==> src/rtl/clk_meter_pkg.sv <==
// Shared types and default sizing for the slow-clock period meter.
package clk_meter_pkg;

  typedef enum logic [1:0] {
    IDLE    = 2'd0,
    ARM     = 2'd1,
    MEASURE = 2'd2
  } state_t;

  localparam int CNT_W_DEF       = 16;
  localparam int SYNC_STAGES_DEF = 2;
  localparam int TIMEOUT_DEF     = 65535;

endpackage

==> src/rtl/sync_edge_det.sv <==
// Multi-flop synchroniser for a slow asynchronous input, with rise/fall detection
// on the synchronised level.
module sync_edge_det #(
  parameter int STAGES = 2
) (
  input  logic clk,
  input  logic reset,
  input  logic sig_in,
  output logic sig_s,
  output logic rise,
  output logic fall
);

  logic [STAGES-1:0] sync_q;
  logic              sig_d;

  always_ff @(posedge clk or posedge reset) begin
    if (reset) begin
      sync_q <= '0;
      sig_d  <= 1'b0;
    end else begin
      sync_q <= {sync_q[STAGES-2:0], sig_in};
      sig_d  <= sync_q[STAGES-1];
    end
  end

  assign sig_s = sync_q[STAGES-1];
  assign rise  = sig_s & ~sig_d;
  assign fall  = ~sig_s & sig_d;

endmodule

==> src/rtl/clk_period_meter.sv <==
// Measures period and high time (in clk cycles) of a slow square wave, with a
// sticky timeout when rising edges stop arriving.
//
// state   | meaning
// IDLE    | disabled, counters cleared
// ARM     | waiting for the first rising edge of a measurement run
// MEASURE | counting between rising edges, result on each rise
module clk_period_meter
  import clk_meter_pkg::*;
#(
  parameter int CNT_W       = CNT_W_DEF,
  parameter int SYNC_STAGES = SYNC_STAGES_DEF,
  parameter int TIMEOUT     = TIMEOUT_DEF
) (
  input  logic             clk,
  input  logic             reset,
  input  logic             enable,
  input  logic             sig_in,
  output logic [CNT_W-1:0] period,
  output logic [CNT_W-1:0] high_time,
  output logic             meas_valid,
  output logic             timeout
);

  localparam logic [CNT_W-1:0] TIMEOUT_C = CNT_W'(TIMEOUT);
  localparam logic [CNT_W-1:0] ONE_C     = CNT_W'(1);

  state_t           state_q, state_nxt;
  logic [CNT_W-1:0] cnt_q, cnt_nxt;
  logic [CNT_W-1:0] hcnt_q, hcnt_nxt;
  logic [CNT_W-1:0] period_nxt, high_time_nxt;
  logic             meas_valid_nxt, timeout_nxt;
  logic             sig_s, rise, sig_fall_unused;
  logic             timeout_hit;

  sync_edge_det #(.STAGES(SYNC_STAGES)) u_sync (
    .clk    (clk),
    .reset  (reset),
    .sig_in (sig_in),
    .sig_s  (sig_s),
    .rise   (rise),
    .fall   (sig_fall_unused)
  );

  // A rise in the same cycle as the limit wins over the timeout.
  assign timeout_hit = (cnt_q == TIMEOUT_C) && !rise;

  always_ff @(posedge clk or posedge reset) begin
    if (reset) begin
      state_q    <= IDLE;
      cnt_q      <= '0;
      hcnt_q     <= '0;
      period     <= '0;
      high_time  <= '0;
      meas_valid <= 1'b0;
      timeout    <= 1'b0;
    end else begin
      state_q    <= state_nxt;
      cnt_q      <= cnt_nxt;
      hcnt_q     <= hcnt_nxt;
      period     <= period_nxt;
      high_time  <= high_time_nxt;
      meas_valid <= meas_valid_nxt;
      timeout    <= timeout_nxt;
    end
  end

  always_comb begin
    state_nxt = state_q;
    if (!enable) begin
      state_nxt = IDLE;
    end else begin
      case (state_q)
        IDLE:    state_nxt = ARM;
        ARM:     if (rise) state_nxt = MEASURE;
        MEASURE: if (timeout_hit) state_nxt = ARM;
        default: state_nxt = IDLE;
      endcase
    end
  end

  always_comb begin
    cnt_nxt        = cnt_q;
    hcnt_nxt       = hcnt_q;
    period_nxt     = period;
    high_time_nxt  = high_time;
    meas_valid_nxt = 1'b0;
    timeout_nxt    = timeout;
    if (!enable) begin
      cnt_nxt     = '0;
      hcnt_nxt    = '0;
      timeout_nxt = 1'b0;
    end else begin
      case (state_q)
        IDLE: begin
          cnt_nxt     = '0;
          hcnt_nxt    = '0;
          timeout_nxt = 1'b0;
        end
        ARM: begin
          if (rise) begin
            cnt_nxt  = ONE_C;
            hcnt_nxt = ONE_C;
          end else if (timeout_hit) begin
            cnt_nxt     = '0;
            hcnt_nxt    = '0;
            timeout_nxt = 1'b1;
          end else begin
            cnt_nxt = cnt_q + ONE_C;
          end
        end
        MEASURE: begin
          if (rise) begin
            period_nxt     = cnt_q;
            high_time_nxt  = hcnt_q;
            meas_valid_nxt = 1'b1;
            timeout_nxt    = 1'b0;
            cnt_nxt        = ONE_C;
            hcnt_nxt       = ONE_C;
          end else if (timeout_hit) begin
            cnt_nxt     = '0;
            hcnt_nxt    = '0;
            timeout_nxt = 1'b1;
          end else begin
            cnt_nxt = cnt_q + ONE_C;
            if (sig_s) hcnt_nxt = hcnt_q + ONE_C;
          end
        end
        default: begin
          cnt_nxt  = '0;
          hcnt_nxt = '0;
        end
      endcase
    end
  end

endmodule

==> config.mk <==
export PLATFORM = sky130hd
export DESIGN_NAME = clk_period_meter
export DESIGN_NICKNAME = d
export VERILOG_FILES = /design/src/rtl/clk_meter_pkg.sv /design/src/rtl/sync_edge_det.sv /design/src/rtl/clk_period_meter.sv
export SDC_FILE = /design/constraint.sdc
export NUM_CORES = 1
export LEC_CHECK = 0
export BUFFER_PORTS_ARGS = -buffer_cell sky130_fd_sc_hd__buf_2
export CORE_MARGIN = 2
export CORE_UTILIZATION = 62
export DETAILED_ROUTE_END_ITERATION = 7
export MAX_ROUTING_LAYER = met4
export PLACE_DENSITY = 0.86
export SKIP_LAST_GASP = 1
export SYNTH_ARGS = -nofsm -noshare
export SYNTH_HDL_FRONTEND = slang
export SYNTH_SLANG_ARGS = --single-unit
==> constraint.sdc <==
create_clock -name clk -period 3.15 [get_ports clk]
set_clock_uncertainty 0.1 [all_clocks]
set_input_delay 0 -clock clk [delete_from_list [all_inputs] [get_ports clk]]
set_output_delay 0 -clock clk [all_outputs]
set_load 0.005 [all_outputs]
# Yosys cells after proc, flatten, opt, wreduce, memory -nomap -nowiden
# Index checks and enable logic that the tools add are counted.
[word_totals]
out_inout_bits = 34
wordCells = 53
reg_bits = 71
in_bits = 4
[classes]
bitwise = 2
add_sub_neg = 2
reduce_logical = 8
n_mux = 23
n_eq_ne = 9
[op_table]
columns = ["operator", "count"]
rows = [
  ["2-to-1 mux 16 bit", 10],
  ["adder 16 x 1 -> 16 bit, second input constant", 2],
  ["case mux 16 bit (2 select lines)", 1],
  ["== test 16 bit, second input constant", 1],
  ["!= test 3 bit, second input constant", 3],
  ["2-to-1 mux 1 bit", 7],
  ["2-to-1 mux 2 bit", 3],
  ["case mux 2 bit (3 select lines)", 1],
  ["AND reduction 2 bit", 3],
  ["!= test 5 x 4 -> 1 bit, second input constant", 1],
  ["!= test 4 x 1 -> 1 bit, second input constant", 1],
  ["!= test 4 bit, second input constant", 1],
  ["case mux 1 bit (3 select lines)", 1],
  ["AND reduction 3 bit", 1],
  ["== test 2 x 1 -> 1 bit, second input constant", 1],
  ["== test 2 bit, second input constant", 1],
  ["zero test 2 bit", 1],
  ["OR reduction 2 bit", 1],
  ["AND 1 bit", 1],
  ["logical AND 1 bit", 1],
  ["zero test 1 bit", 1],
  ["inverter 1 bit", 1],
]

# Depth between registers and ports, before layout
# Gate-level depths: netlist of the first run.
[logic_depth]
depth_word = 8
mapped_depth = 8
depth_no_buf = 6

# By module
# From an unflattened synthesis of the first run, not the netlist that was laid out.
[hier_totals]
hier_cells = 296
area_unflattened_um2 = 3268.1
[modules_own_cells]
columns = ["mod", "cells_each", "instances", "seq_area_each_um2", "area_per_inst_um2"]
rows = [
  ["clk_period_meter", 290, 1, 1701.6, 3174.3],
  ["sync_edge_det", 6, 1, 75.1, 93.8],
]

# Worst setup path before layout of the first run
# Ideal clock, no wire load.
[synth_timing]
path_type = "register to register"
startpoint = "register state_q[0]"
endpoint = "register hcnt_q[8]"
t_required_ps = 2946
setup_ps = 104
slack_ps = 1145
arrival_ps = 1802
synth_period_minus_slack_ps = 2005
path_buffers = 1
stages_incl_launch_ff = 8
cell_sequence = "dfrtp_1 > inv_1 > ha_1 > nand2_1 > nor3_1 > clkbuf_1 > nand2_1 > o311ai_1"
[synth_via]
elab_chain_cells = 3
word_cells_on_any_way = 7
classes_between = "eq/ne (4); mux (2); reduce/logical (1)"
[synth_lines]
columns = ["item", "line", "text"]
rows = [
  ["start: declaration", "clk_period_meter.sv:28", "state_t state_q, state_nxt;"],
  ["start signal: assignment", "clk_period_meter.sv:58", "state_q <= state_nxt;"],
  ["== test 2 bit or == test 2 x 1 -> 1 bit (tied branches)", "clk_period_meter.sv:94", "case (state_q)"],
  ["!= test 5 x 4 -> 1 bit (no line), or another cell as far along", "--", ""],
  ["AND reduction 2 bit (no line) or 2-to-1 mux 16 bit (tied branches)", "--", ""],
  ["end signal: assignment", "clk_period_meter.sv:60", "hcnt_q <= hcnt_nxt;"],
  ["end: declaration", "clk_period_meter.sv:30", "logic [CNT_W-1:0] hcnt_q, hcnt_nxt;"],
]
# Several ways; a longest one is shown, not always the timed one.
# A chain may end at the register's enable or synchronous reset.

# Worst setup path after layout of the first run
[layout_timing]
startpoint = "register cnt_q[0]"
endpoint = "register hcnt_q[1]"
[layout_via]
elab_chain_cells = 6
word_cells_on_any_way = 9
classes_between = "eq/ne (3); mux (4); reduce/logical (2)"
[layout_lines]
columns = ["item", "line", "text"]
rows = [
  ["start: declaration", "clk_period_meter.sv:29", "logic [CNT_W-1:0] cnt_q, cnt_nxt;"],
  ["start signal: assignment", "clk_period_meter.sv:59", "cnt_q <= cnt_nxt;"],
  ["== test 16 bit (*)", "clk_period_meter.sv:46", "assign timeout_hit = (cnt_q == TIMEOUT_C) && !rise;"],
  ["logical AND 1 bit (*)", "clk_period_meter.sv:46", ""],
  ["2-to-1 mux 16 bit", "clk_period_meter.sv:120", "end else if (timeout_hit) begin"],
  ["2-to-1 mux 16 bit", "clk_period_meter.sv:113", "if (rise) begin"],
  ["case mux 16 bit (2 select lines)", "clk_period_meter.sv:94", ""],
  ["2-to-1 mux 16 bit", "clk_period_meter.sv:89", "if (!enable) begin"],
]
# Every way passes the cells marked *; elsewhere a longest branch is shown, timed or not.

==> results of run 1 <==
[worst max-delay path, cell delays in order (launching register included)]
cell     delay [ns]
dfrtp_1        0.41
ha_1           0.21
nand3_1        0.20
or4_4          0.84
and3_1         0.28
a41o_1         0.20
[where the power goes]
group          total (mW)  leakage, nW  switching [mW]  internal [mW]
logic               0.281        0.818           0.176          0.104
clock network       0.698       0.0987           0.327          0.371
registers           0.970        0.983          0.0285          0.941
[cell type report]
cell class | count | area, µm² | share of cell area (%)
Inverter | 6 | 22.5 | 0.583
Clock buffer | 14 | 183 | 4.73
Tap cell | 70 | 87.6 | 2.27
Sequential cell | 71 | 1780 | 46.0
Multi-Input combinational cell | 218 | 1510 | 39.2
Clock inverter | 2 | 12.5 | 0.324
Timing Repair Buffer | 47 | 268 | 6.93
[path summary, 6_finish.rpt]
| path | depth (start not counted) | endpoint |
|---|---|---|
| hold / removal | 3 | hcnt_q[12] |
| hold reg to reg | 0 | u_sync.sync_q[1] |
| max in group asynchronous | 4 | period[1] |
| setup reg to reg | 5 | hcnt_q[1] |
| min in group clk | 2 | u_sync.sync_q[0] |
| setup / recovery | 5 | hcnt_q[1] |
[state kept, by name (all words and copies together), names as in the netlist]
| register | cells |
|---|---|
| cnt_q | 16 |
| hcnt_q | 16 |
| high_time | 16 |
| meas_valid | 1 |
| period | 16 |
| state_q | 2 |
| timeout | 1 |
| u_sync.sig_d | 1 |
| u_sync.sync_q | 2 |
[synth_stat cells (5+ instances only)]
cell / n / share of area [%]
dfrtp_1: 71 / 52
nand3_1: 46 / 6.8
mux2_2: 32 / 11
nand2_1: 22 / 2.4
nand4_1: 19 / 3.5
nor2_1: 18 / 2.0
clkbuf_1: 9 / 0.99
xor2_1: 8 / 2.1
nor3_1: 7 / 1.0
and3_1: 6 / 1.1
ha_1: 6 / 2.2
inv_1: 6 / 0.66
buf_2: 5 / 0.73
[cell families (layout without fill, tap and decap cells)]
family                     count (synthesis)  in the layout  synth area share [%]
buffers and inverters                     23             69                  3.38
and+or+nand+nor                          144            144                  23.3
muxes                                     34             34                  11.2
DFF                                       71             71                  52.2
xor gates and xnor gates                  12             12                  3.09
adders and majority gates                  6              6                  2.20
AOI/OAI and AO/OA                         22             22                  4.74
[placed cells by master, fill, tap and decap left out, drive strengths merged, types with 5 or more instances in the layout]
master | Yosys | final
dfrtp | 71 | 71
mux2 | 32 | 32
buf | 8 | 44
xor2 | 8 | 8
and3 | 6 | 6
a21oi | 5 | 5
or4 | 5 | 5
clkbuf | 9 | 14
inv | 6 | 6
nor2 | 18 | 18
nand2 | 23 | 23
nand4 | 20 | 20
nor3 | 8 | 8
nand3 | 46 | 46
ha | 6 | 6
[routing by layer]
metal | up-vias | global-route usage (%)
met5 | - | -
met3 | 9 | 5.86
met4 | 0 | 7.72
li1 | 1230 | -
met2 | 74 | 37.1
met1 | 1296 | 31.6
[metrics by stage]
step | power (mW) | hold WS [ns]
finish | 1.95 | 0.0796
global route | 2.04 | 0.143
CTS | 1.95 | 0.0929
detailed placement | 1.26 | -0.0873
global placement | 1.25 | -0.0824
floorplan | 1.19 | -0.0686
==> out/results.txt, run 1 <==
Pre-antenna DRT Iters: 5
Post-Syn Nets: 322
worst-skew pair later-pin latency: 0.35 ns
DRC: 0
Synth Register Bits: 71
fin crit share: 75.3%
MaxCap Viol Count: 0
post-layout util: 74.2%
fin. max-slew vios: 0
register area share after synthesis: 52.2%
YS warnings: 0
Final Cell Area: 3860 µm²
worst rel slew slack: 64.8%
pre-CTS WS: 0.820 ns
cts hold-fix bufs: 3
FF-to-FF setup slack: 0.78 ns
final net count: 363
routed length per instance: 15.7 µm
CP arrival: 2.51 ns
postcts setup bufs: 0
vias in the first global route: 2443
Clock Tree Buf Depth: 2
Critical Path RT: 3.29 ns
CP Class: register to register
Die ar.: 6100 µm²
HP Class: input pin to async pin
Cells after Synth: 312
share of cells above drive strength 1: 27.4%
first-pass GRT wire length: 11200 µm
Peak VDD IR: 0.388 mV
io pins: 38
leakage dissipation: 1.90 nW
FMAX: 0.421 GHz
crit path from: cnt_q[0]
Worst setup SP type: register
Crit. End Element: register
PnR worst setup slack: 0.777 ns
number of DRC markers in iteration 0: 193
Met3 Routed Length: 321 µm
clock sink count: 71
Post-CTS Resized: 0
status: completed
Row Count: 26
ANT nets after route: 0
Initial Util: 65.4%
Chip Height: 78.1 µm
largest net degree at the start of global routing: 51
hpwl dp: 4520 µm
Die Width: 78.1 µm
Clock transition at path regs: 0.07 ns
Vias: 2609
Met2 Wirelength: 3340 µm
final setup fails: 0
fill count: 367
Post-synth EDFFs: 0
Mapped Area: 3410 µm²
min cycle time layout: 2.37 ns
Synth Flop Type: dfrtp_1
worst slew pin tran: 0.528 ns
post-place instance area: 3640 µm²
antenna violations before repair: 0
diode count: 0
total core area: 5200 µm²
Met1 Wirelength: 3000 µm
IO buf count: 37
unrepaired setup endpoints after global routing: no
P&R area growth vs syn: 13.4%
GRT Overall Usage: 23.9%
async set-reset flop share out of synthesis: 100%
total CTS buffers: 9
H-tree Lvls: 3
Final Hold Fails: 0
Top Layer Used: met4
Non-Filler Instances: 428
Detailed Route WL: 6740 µm
critical-path maximum fanout: 50
Crit Reg-Reg Startpoint: cnt_q[0]
CTS tree: done
grt ovf: 0
root buf cell: clkbuf_8
placed cells: 409
synth unique cells: 43
Placer Congestion: 0.842
Synth Area per Inst: 10.9 µm²
vias per cell: 6.10
setup TNS: 0 ns
Power Density: 504 nW/µm²
No activity file was read; power rests on OpenSTA's default activity.
==> inputs of run 2 (changes only) <==
--- a/config.mk
+++ b/config.mk
@@ -7,10 +7,10 @@
 export LEC_CHECK = 0
 export BUFFER_PORTS_ARGS = -buffer_cell sky130_fd_sc_hd__buf_2
 export CORE_MARGIN = 2
-export CORE_UTILIZATION = 62
+export CORE_UTILIZATION = 52
 export DETAILED_ROUTE_END_ITERATION = 7
 export MAX_ROUTING_LAYER = met4
-export PLACE_DENSITY = 0.86
+export PLACE_DENSITY = 0.77
 export SKIP_LAST_GASP = 1
 export SYNTH_ARGS = -nofsm -noshare
 export SYNTH_HDL_FRONTEND = slang
==> constraint.sdc (replaced) <==
create_clock -name clk -period 2.16 [get_ports clk]
set_clock_uncertainty 0.1 [all_clocks]
set_input_delay 0 -clock clk [delete_from_list [all_inputs] [get_ports clk]]
set_output_delay 0 -clock clk [all_outputs]
set_load 0.005 [all_outputs]
==> out/results.txt, run 2 (same netlist as run 1, synthesis figures left out) <==
grt ovf: 0 (unchanged)
first-pass GRT wire length: 11800 µm (was 11200 µm)
FMAX: 0.493 GHz (was 0.421 GHz)
unrepaired setup endpoints after global routing: no (unchanged)
Final Hold Fails: 0 (unchanged)
vias per cell: 5.93 (was 6.10)
Pint: 2.31 mW (was 1.42 mW)
hpwl dp: 4550 µm (was 4520 µm)
worst rel slew slack: 63.5% (was 64.8%)
final setup fails: 0 (unchanged)
GRT Overall Usage: 21.7% (was 23.9%)
Initial Util: 53.6% (was 65.4%)
HP Class: input pin to async pin (unchanged)
Peak VDD IR: 0.649 mV (was 0.388 mV)
Clk pwr share: 40.8% (was 35.8%)
number of DRC markers in iteration 0: 347 (was 193)
fin crit share: 94.0% (was 75.3%)
total core area: 6350 µm² (was 5200 µm²)
CP max stage cell: or4_4 (unchanged)
sw frac: 26.1% (was 27.3%)
Die Width: 84.9 µm (was 78.1 µm)
Crit. path cell count: 5 (unchanged)
Crit path max-delay family: simple AND/OR/NAND/NOR gates (unchanged)
Detailed Route WL: 6970 µm (was 6740 µm)
Chip Height: 84.9 µm (was 78.1 µm)
Comb pwr share: 13.9% (was 14.4%)
final net count: 372 (was 363)
CP Cell Sequence: nand4_2 > or4_4 > buf_12 > nand3_1 > o311ai_1 (was ha_1 > nand3_1 > or4_4 > and3_1 > a41o_1)
Die ar.: 7210 µm² (was 6100 µm²)
io pins: 38 (unchanged)
Power Density: 777 nW/µm² (was 504 nW/µm²)
Final Cell Area: 4020 µm² (was 3860 µm²)
antenna violations before repair: 0 (unchanged)
Psw: 0.815 mW (was 0.532 mW)
Pre-antenna DRT Iters: 4 (was 5)
pre-CTS WS: 0.101 ns (was 0.820 ns)
IO buf count: 37 (unchanged)
MaxCap Viol Count: 0 (unchanged)
P&R area growth vs syn: 18.0% (was 13.4%)
Critical Path RT: 2.29 ns (was 3.29 ns)
worst slew pin tran: 0.547 ns (was 0.528 ns)
routed length per instance: 15.7 µm (about the same)
Placer Congestion: 0.844 (was 0.842)
Clock Tree Buf Depth: 2 (unchanged)
share of cells above drive strength 1: 29.4% (was 27.4%)
Row Count: 29 (was 26)
PnR worst setup slack: 0.130 ns (was 0.777 ns)
ANT nets after route: 0 (unchanged)
worst-skew pair later-pin latency: 0.36 ns (was 0.35 ns)
largest net degree at the start of global routing: 72 (was 51)
fill count: 475 (was 367)
setup TNS: 0 ns (unchanged)
clock sink count: 71 (unchanged)
total CTS buffers: 9 (unchanged)
vias in the first global route: 2457 (was 2443)
H-tree Lvls: 3 (unchanged)
Worst setup SP type: register (unchanged)
min cycle time layout: 2.03 ns (was 2.37 ns)
post-place instance area: 3740 µm² (was 3640 µm²)
highest cell delay on the worst timing path: 0.75 ns (was 0.84 ns)
diode count: 0 (unchanged)
DRC: 0 (unchanged)
leakage dissipation: 1.97 nW (was 1.90 nW)
CTS tree: done (unchanged)
CP Buf/Inv Count: 1 (was 0)
R2R depth: 5 (unchanged)
CP Class: register to register (unchanged)
most common cell after layout, fill and taps aside: dfrtp_1 (unchanged)
Crit. End Element: register (unchanged)
critical-path maximum fanout: 27 (was 50)
Vias: 2631 (was 2609)
root buf cell: clkbuf_8 (unchanged)
status: completed (unchanged)
CP arrival: 2.16 ns (was 2.51 ns)
fin. max-slew vios: 0 (unchanged)
share of power burned in registers: 45.3% (was 49.8%)
Clock transition at path regs: 0.08 ns (was 0.07 ns)
most frequent cells in the layout: dfrtp_1, nand3_1, buf_2 (unchanged)
## run 2: area by class of cell
type                    instances  area (µm²)  area share [%]
flip-flops and latches         71        1780            44.2
multi-input cells             218        1530            38.0
repair buffers                 56         360            8.97
clock buffers                  11         131            3.27
clock inverters                 5         106            2.65
well taps                      77        96.3            2.40
inverters                       6        22.5           0.560
## run 2: worst paths after layout
check                                      start                to  slack [ns]
max in group asynchronous                  reset      high_time[7]        1.50
min in group clk                          sig_in  u_sync.sync_q[0]        0.19
worst max register to register          cnt_q[6]         hcnt_q[8]        0.13
worst min-delay path                       reset     high_time[13]        0.15
worst max-delay path                    cnt_q[6]         hcnt_q[8]        0.13
worst min register to register  u_sync.sync_q[0]  u_sync.sync_q[1]        0.25
## run 2: tightest hold or removal path: stages
cell and delay (ns):
dlygate4sd3_1 0.53, buf_2 0.12, inv_2 0.06, buf_12 0.30
## run 2: power groups by stage
stage	sequential [mW]	clock (mW)	combinational, mW
finish	1.42	1.27	0.433
global placement	1.44	0	0.404
floorplan	1.43	0	0.301
CTS	1.41	1.30	0.425
global route	1.42	1.36	0.481
detailed placement	1.44	0	0.414
## run 2: timing repair
| item | CTS | global route |
|---|---|---|
| hold buffers | 3 | 0 |
| endpoints found under the setup margin | 0 | 5 |
| setup buffers | 0 | 0 |
| resized for setup | 0 | 2 |
| endpoints found under the hold margin | 80 | 0 |
## run 2: layer usage
metal / track usage, % / up-vias / share of wire (%)
li1: - / 1249 / -
met1: 29.3 / 1283 / 46
met2: 30.4 / 83 / 45
met3: 4.57 / 16 / 5.3
met4: 12.6 / 0 / 2.8
met5: - / - / 0
## run 2: through the flow
stage | power, mW | utilization [%] | cells | hold WS [ns]
floorplan | 1.73 | - | 312 | -0.0686
detailed placement | 1.85 | 58.9 | 425 | 0.0124
CTS | 3.14 | 63.1 | 444 | 0.168
global placement | 1.84 | 58.9 | 425 | 0.00912
finish | 3.12 | 63.3 | 444 | 0.153
global route | 3.26 | 63.3 | 444 | 0.175
